## config.mk

```make
export PLATFORM = sky130hd
export DESIGN_NAME = tx_data_queue
export DESIGN_NICKNAME = d
export VERILOG_FILES = /design/src/rtl/spw_tx_pkg.sv /design/src/rtl/spw_tx_credit.sv /design/src/rtl/tx_data_queue.sv
export SDC_FILE = /design/constraint.sdc
export NUM_CORES = 1
export LEC_CHECK = 0
export CAP_MARGIN = 20
export CORE_ASPECT_RATIO = 0.7
export CORE_MARGIN = 4
export CORE_UTILIZATION = 46
export DETAILED_ROUTE_END_ITERATION = 12
export HOLD_SLACK_MARGIN = 0.05
export PLACE_DENSITY_LB_ADDON = 0.05
export SLEW_MARGIN = 20
export SYNTH_ARGS = -nofsm -noshare
export SYNTH_HDL_FRONTEND = slang
export SYNTH_SLANG_ARGS = --single-unit
```

## constraint.sdc

```tcl
create_clock -name pclk_tx -period 4 [get_ports pclk_tx]
set_input_delay 1 -clock pclk_tx [delete_from_list [all_inputs] [get_ports pclk_tx]]
set_output_delay 1 -clock pclk_tx [all_outputs]
set_load 0.02 [all_outputs]
```

## src/rtl/spw_tx_pkg.sv

```systemverilog
// Shared SpaceWire TX constants: N-char width, FCT credit quantum and
// the end-to-end credit ceiling, plus the packet terminator codes.
package spw_tx_pkg;

  localparam int unsigned CHAR_W     = 9;
  localparam int unsigned FCT_CREDIT = 8;
  localparam int unsigned MAX_CREDIT = 56;

  localparam logic [CHAR_W-1:0] EOP = 9'h100;
  localparam logic [CHAR_W-1:0] EEP = 9'h101;

endpackage

```

## src/rtl/spw_tx_credit.sv

```systemverilog
// End-to-end TX credit counter: +8 per received FCT, -1 per N-char sent,
// with overflow detection against MAX_CREDIT and a sticky error flag.
module spw_tx_credit
  import spw_tx_pkg::*;
#(
  parameter int unsigned CREDIT_W = 6
) (
  input  logic pclk_tx,
  input  logic enable_tx,
  input  logic send_null_tx,
  input  logic fct_rcvd,
  input  logic pop,
  output logic credit_nz_c,
  output logic credit_err
);

  localparam int unsigned SUM_W = CREDIT_W + 1;

  logic [CREDIT_W-1:0] credit;
  logic [CREDIT_W-1:0] credit_nxt;
  logic [SUM_W-1:0]    grant_sum;
  logic                overflow_c;

  // One extra bit so credit + 8 cannot wrap before the ceiling compare.
  assign grant_sum   = SUM_W'(credit) + SUM_W'(FCT_CREDIT) - SUM_W'(pop);
  assign overflow_c  = fct_rcvd & (grant_sum > SUM_W'(MAX_CREDIT));
  assign credit_nz_c = (credit != '0);

  // An overflowing FCT loses its grant but the pop still takes its credit.
  always_comb begin
    credit_nxt = credit;
    if (send_null_tx) begin
      if (fct_rcvd && !overflow_c) begin
        credit_nxt = CREDIT_W'(grant_sum);
      end else if (pop) begin
        credit_nxt = credit - CREDIT_W'(1);
      end
    end
  end

  always_ff @(posedge pclk_tx or negedge enable_tx) begin
    if (!enable_tx) begin
      credit     <= '0;
      credit_err <= 1'b0;
    end else begin
      credit <= credit_nxt;
      if (send_null_tx && overflow_c) begin
        credit_err <= 1'b1;
      end
    end
  end

endmodule

```

## src/rtl/tx_data_queue.sv

```systemverilog
// TX staging queue between host writes and the encoder's character scheduler,
// gated by end-to-end FCT credit, plus a held time-code request register.
module tx_data_queue
  import spw_tx_pkg::*;
#(
  parameter int unsigned DATA_W   = CHAR_W,
  parameter int unsigned DEPTH    = 4,
  parameter int unsigned CREDIT_W = 6
) (
  input  logic                         pclk_tx,
  input  logic                         enable_tx,
  input  logic                         send_null_tx,
  input  logic                         txwrite_tx,
  input  logic [DATA_W-1:0]            data_tx_i,
  output logic                         ready_tx_o,
  input  logic                         fct_rcvd,
  input  logic                         get_data,
  output logic [DATA_W-1:0]            tx_data_in,
  output logic                         process_data,
  input  logic                         tickin_tx,
  input  logic [7:0]                   timecode_tx_i,
  input  logic                         get_tcode,
  output logic [7:0]                   tx_tcode_in,
  output logic                         tcode_rdy_trnsp,
  output logic                         credit_err,
  output logic [$clog2(DEPTH+1)-1:0]   fill_level
);

  localparam int unsigned PTR_W = $clog2(DEPTH);
  localparam int unsigned CNT_W = $clog2(DEPTH + 1);

  logic [DATA_W-1:0] mem [DEPTH];
  logic [PTR_W-1:0]  wr_ptr;
  logic [PTR_W-1:0]  rd_ptr;
  logic              push_c;
  logic              pop_c;
  logic              credit_nz_c;

  // Held low while in reset even if the link already reports transmit-capable.
  assign ready_tx_o   = enable_tx & send_null_tx & (fill_level != CNT_W'(DEPTH));
  assign process_data = send_null_tx & (fill_level != '0) & credit_nz_c;
  assign push_c       = txwrite_tx & ready_tx_o;
  assign pop_c        = get_data & process_data;
  assign tx_data_in   = mem[rd_ptr];

  spw_tx_credit #(
    .CREDIT_W (CREDIT_W)
  ) u_credit (
    .pclk_tx      (pclk_tx),
    .enable_tx    (enable_tx),
    .send_null_tx (send_null_tx),
    .fct_rcvd     (fct_rcvd),
    .pop          (pop_c),
    .credit_nz_c  (credit_nz_c),
    .credit_err   (credit_err)
  );

  always_ff @(posedge pclk_tx or negedge enable_tx) begin
    if (!enable_tx) begin
      for (int unsigned i = 0; i < DEPTH; i++) begin
        mem[i] <= '0;
      end
    end else if (push_c) begin
      mem[wr_ptr] <= data_tx_i;
    end
  end

  // DEPTH is a power of two, so pointers wrap naturally.
  always_ff @(posedge pclk_tx or negedge enable_tx) begin
    if (!enable_tx) begin
      wr_ptr     <= '0;
      rd_ptr     <= '0;
      fill_level <= '0;
    end else begin
      if (push_c) begin
        wr_ptr <= wr_ptr + PTR_W'(1);
      end
      if (pop_c) begin
        rd_ptr <= rd_ptr + PTR_W'(1);
      end
      case ({push_c, pop_c})
        2'b10:   fill_level <= fill_level + CNT_W'(1);
        2'b01:   fill_level <= fill_level - CNT_W'(1);
        default: fill_level <= fill_level;
      endcase
    end
  end

  // A new tick wins over a same-cycle consume so the fresh code stays pending.
  always_ff @(posedge pclk_tx or negedge enable_tx) begin
    if (!enable_tx) begin
      tx_tcode_in     <= '0;
      tcode_rdy_trnsp <= 1'b0;
    end else if (send_null_tx) begin
      if (tickin_tx) begin
        tx_tcode_in     <= timecode_tx_i;
        tcode_rdy_trnsp <= 1'b1;
      end else if (get_tcode) begin
        tcode_rdy_trnsp <= 1'b0;
      end
    end
  end

endmodule

```

==> summary.md <==
| Metric | Value |
|---|---|
| Placed cell areas | `3580 sq um` |
| I/O Buffers | `48` |
| Vias in the first global route | `1,890` |
| CP arrival | `about 4 ns` |
| Post-DR vias/cell | `about 5.2` |
| Site Rows | `24` |
| Final setup vio count | `0` |
| Layout cell share with drive strength beyond 1 | `around a quarter` |
| # IOs | `49` |
| # resized after CTS | `0` |
| Post-Syn Area per Cell | `13.1 sq um` |
| Post-synthesis compound-gate area fraction | `6.44%` |
| DRT Pass-1 Iters | `4` |
| GPL Wtd Cong | `0.829` |
| Syn Nets | `273` |
| Drt initial violations | `68` |
| FF-to-FF Start | `u_credit.credit[4]` |
| Final Cell Area | `3830 sq um` |
| Reg2reg end | `u_credit.credit[3]` |
| Filler cell count in the final layout | `520` |
| Xor/xnor share of the synthesized area | `2.64%` |
| Number of buffers created by CTS | `9` |
| Gr usage total | `16.0%` |
| Period utilisation layout | `between 90 and 100%` |
| Power Dens Cells | `856 nW/um^2` |
| DPL Wire Length | `about 4.3 mm` |
| Post-synthesis mux area share | `24.0%` |
| Die X | `~100 um` |
| Status | `finished, final reports clean` |
| First-pass GRT wire length | `between 9 and 10 mm` |
| Yosys warns | `0` |
| Setup bufs post-CTS | `0` |
| H-Tree Level Count | `3` |
| Routed vias | `1,944` |
| GRT Residual Overflow | `0` |
| Worst Hold Depth | `2` |
| Core ar. | `6280 sq um` |
| Die Y | `75.5 um` |
| Max VDD drop | `0.398 mV` |
| Critical setup path kind | `input pin to flip-flop` |
| Synth Register Bits | `a little under 60` |
| Post-synthesis simple-gate area fraction | `6.19%` |
| Antenna violations before repair | `0` |
| WHS | `0.491 ns` |
| CTS tree | `built` |
| Max-cap violation count | `0` |
| Overall Power | `3.27 mW` |
| Syn Std Cell Area | `2990 sq um` |
| HP Class | `flip-flop to flip-flop` |
| Worst min-delay path startpoint | `tcode_rdy_trnsp` |
| Layout Nets | `333` |
| Max Root-Sink Buffers | `2` |
| Most frequent cells in the layout | `dfrtp_1, clkdlybuf4s50_1, mux2_2` |
| Tmin final | `around 3.7 ns` |
| FMAX | `273 MHz` |
| Die ar. | `7880 sq um` |
| Post-Synth Adder-Cell Area | `between 8 and 9%` |
| Final Hold Viols | `0` |
| Layout area overhead | `27.9%` |
| Root buffer cell | `clkbuf_8` |
| Commonest non-fill, non-tap cell in the layout | `dfrtp_1` |
| Required time worst endpoint | `4.23 ns` |
| Largest net degree at the start of global routing | `60` |
| Main combinational cell family by area after synthesis | `multiplexers` |
| Antenna cell count | `0` |
| Initial Util | `47.6%` |
| Setup_tns | `0 ns` |
| Hold-fix buffers, CTS | `0` |
| Post-synth cell types | `33` |
| Relative slew margins | `approximately half` |
| Syn Inst Count | `228` |
| Reg2reg path depth | `15` |
| TritonCTS Sinks | `59` |
| Clock Skew | `0.00638 ns` |
| Crit. End Element | `flip-flop` |
| DRC errors left | `0` |
| CTS clock-pin slew for the worst setup and hold paths | `0.07 ns` |
| Clk_lat worst skew | `between 0.3 and 0.4 ns` |
| RSZ-0062 raised after global routing | `no` |
| Worst slew pin tran | `0.733 ns` |
| Drt total wl | `5.97 mm` |
| WHS Endpoint | `tcode_rdy_trnsp` |
| Reg-to-reg setup timing slack | `0.55 ns` |
| Detail Route Antenna Nets | `0` |
| Leakage power | `1.69 nW` |
| Max Slew Vio Count | `0` |
| WL/cell | `16.1 um` |
| CP max FO | `6` |
| Sequential cell area fraction in the yosys report | `49.4%` |
| Startpoint types | `input pin` |
## cell families after synthesis
| family | count (synthesis) |
|---|---|
| AND/OR/NAND/NOR | 42 |
| XOR/XNOR | 9 |
| multiplexers | 55 |
| flip-flops | 59 |
| adder cells (fa/ha/maj) | 20 |
| AO/OA/AOI/OAI | 24 |
| buffers and inverters | 19 |
## cells in the mapped netlist (all sizes together)
master	count	share of area, %
a211oi	1	0.25
a21oi	5	0.84
a221oi	2	0.59
a22o	1	0.29
a311o	1	0.38
a311oi	5	2.1
a31oi	1	0.21
and2	1	0.21
and3	2	0.42
buf	2	0.33
clkbuf	2	0.25
dfrtp	59	49
fa	2	1.3
ha	18	7.5
inv	15	1.9
mux2	44	17
mux2i	2	0.67
mux4	9	6.8
nand2	18	2.3
nand2b	2	0.42
nand3	4	0.67
nor2	10	1.3
nor3	4	0.67
nor4	1	0.21
o21ai	4	0.67
o21bai	1	0.25
o221ai	1	0.29
o311a	1	0.33
o31a	1	0.29
xnor2	6	1.8
xor2	3	0.88
## flip-flops by register name (all words and copies together) (netlist names)
signal               flops
fill_level               3
u_credit.credit_err      1
mem                     36
rd_ptr                   2
wr_ptr                   2
tcode_rdy_trnsp          1
u_credit.credit          6
tx_tcode_in              8
## critical path: stages
cell and delay (ns):
clkdlybuf4s50_1 0.48, o311a_1 0.17, nand2_1 0.07, inv_1 0.07, ha_1 0.14, inv_1 0.04, ha_1 0.19, fa_1 0.41
xnor2_1 0.26, a21oi_1 0.13, a311oi_4 0.45, nand2_2 0.17, a221oi_1 0.30
## layout make-up
cell class / instances / area, sq um / share of cell area (%)
clock inverter: 4 / 97.6 / 2.55
inverter: 15 / 56.3 / 1.47
multi-input combinational: 150 / 1440 / 37.6
sequential: 59 / 1480 / 38.6
tap: 78 / 97.6 / 2.55
timing repair buffer: 53 / 513 / 13.4
clock buffer: 12 / 145 / 3.79
## routing by layer
layer  wire length (um)  global-route usage (%)
met1               3100                    23.5
met2               2390                    22.5
met3                407                    5.33
met4                 70                    4.87
met5                  0                       0
## power breakdown
group          switching (mW)  internal, mW
sequential              0.211         0.855
clock                   0.225         0.431
combinational           0.731         0.820
total                    1.17          2.11
## worst max-delay path by stage
stage | cells past startpoint | start | slack [ns] | end
2_1_floorplan | 12 | send_null_tx | 0.33 | u_credit.credit[3]
3_3_place_gp | 13 | send_null_tx | 0.07 | u_credit.credit[3]
3_5_place_dp | 13 | send_null_tx | -0.01 | u_credit.credit[3]
4_1_cts | 13 | send_null_tx | 0.34 | u_credit.credit[3]
5_1_grt | 13 | send_null_tx | 0.09 | u_credit.credit[3]
6_report | 13 | send_null_tx | 0.34 | u_credit.credit[3]
## through the flow
stage	setup slack (ns)	utilization (%)	instances
6_report	0.339	61.0	371
5_1_grt	0.0907	61.0	371
4_1_cts	0.340	61.0	371
3_5_place_dp	-0.0143	57.1	355
3_3_place_gp	0.0655	57.1	355
2_1_floorplan	0.335	-	228
Note: power is estimated with default switching activity, not from simulation.
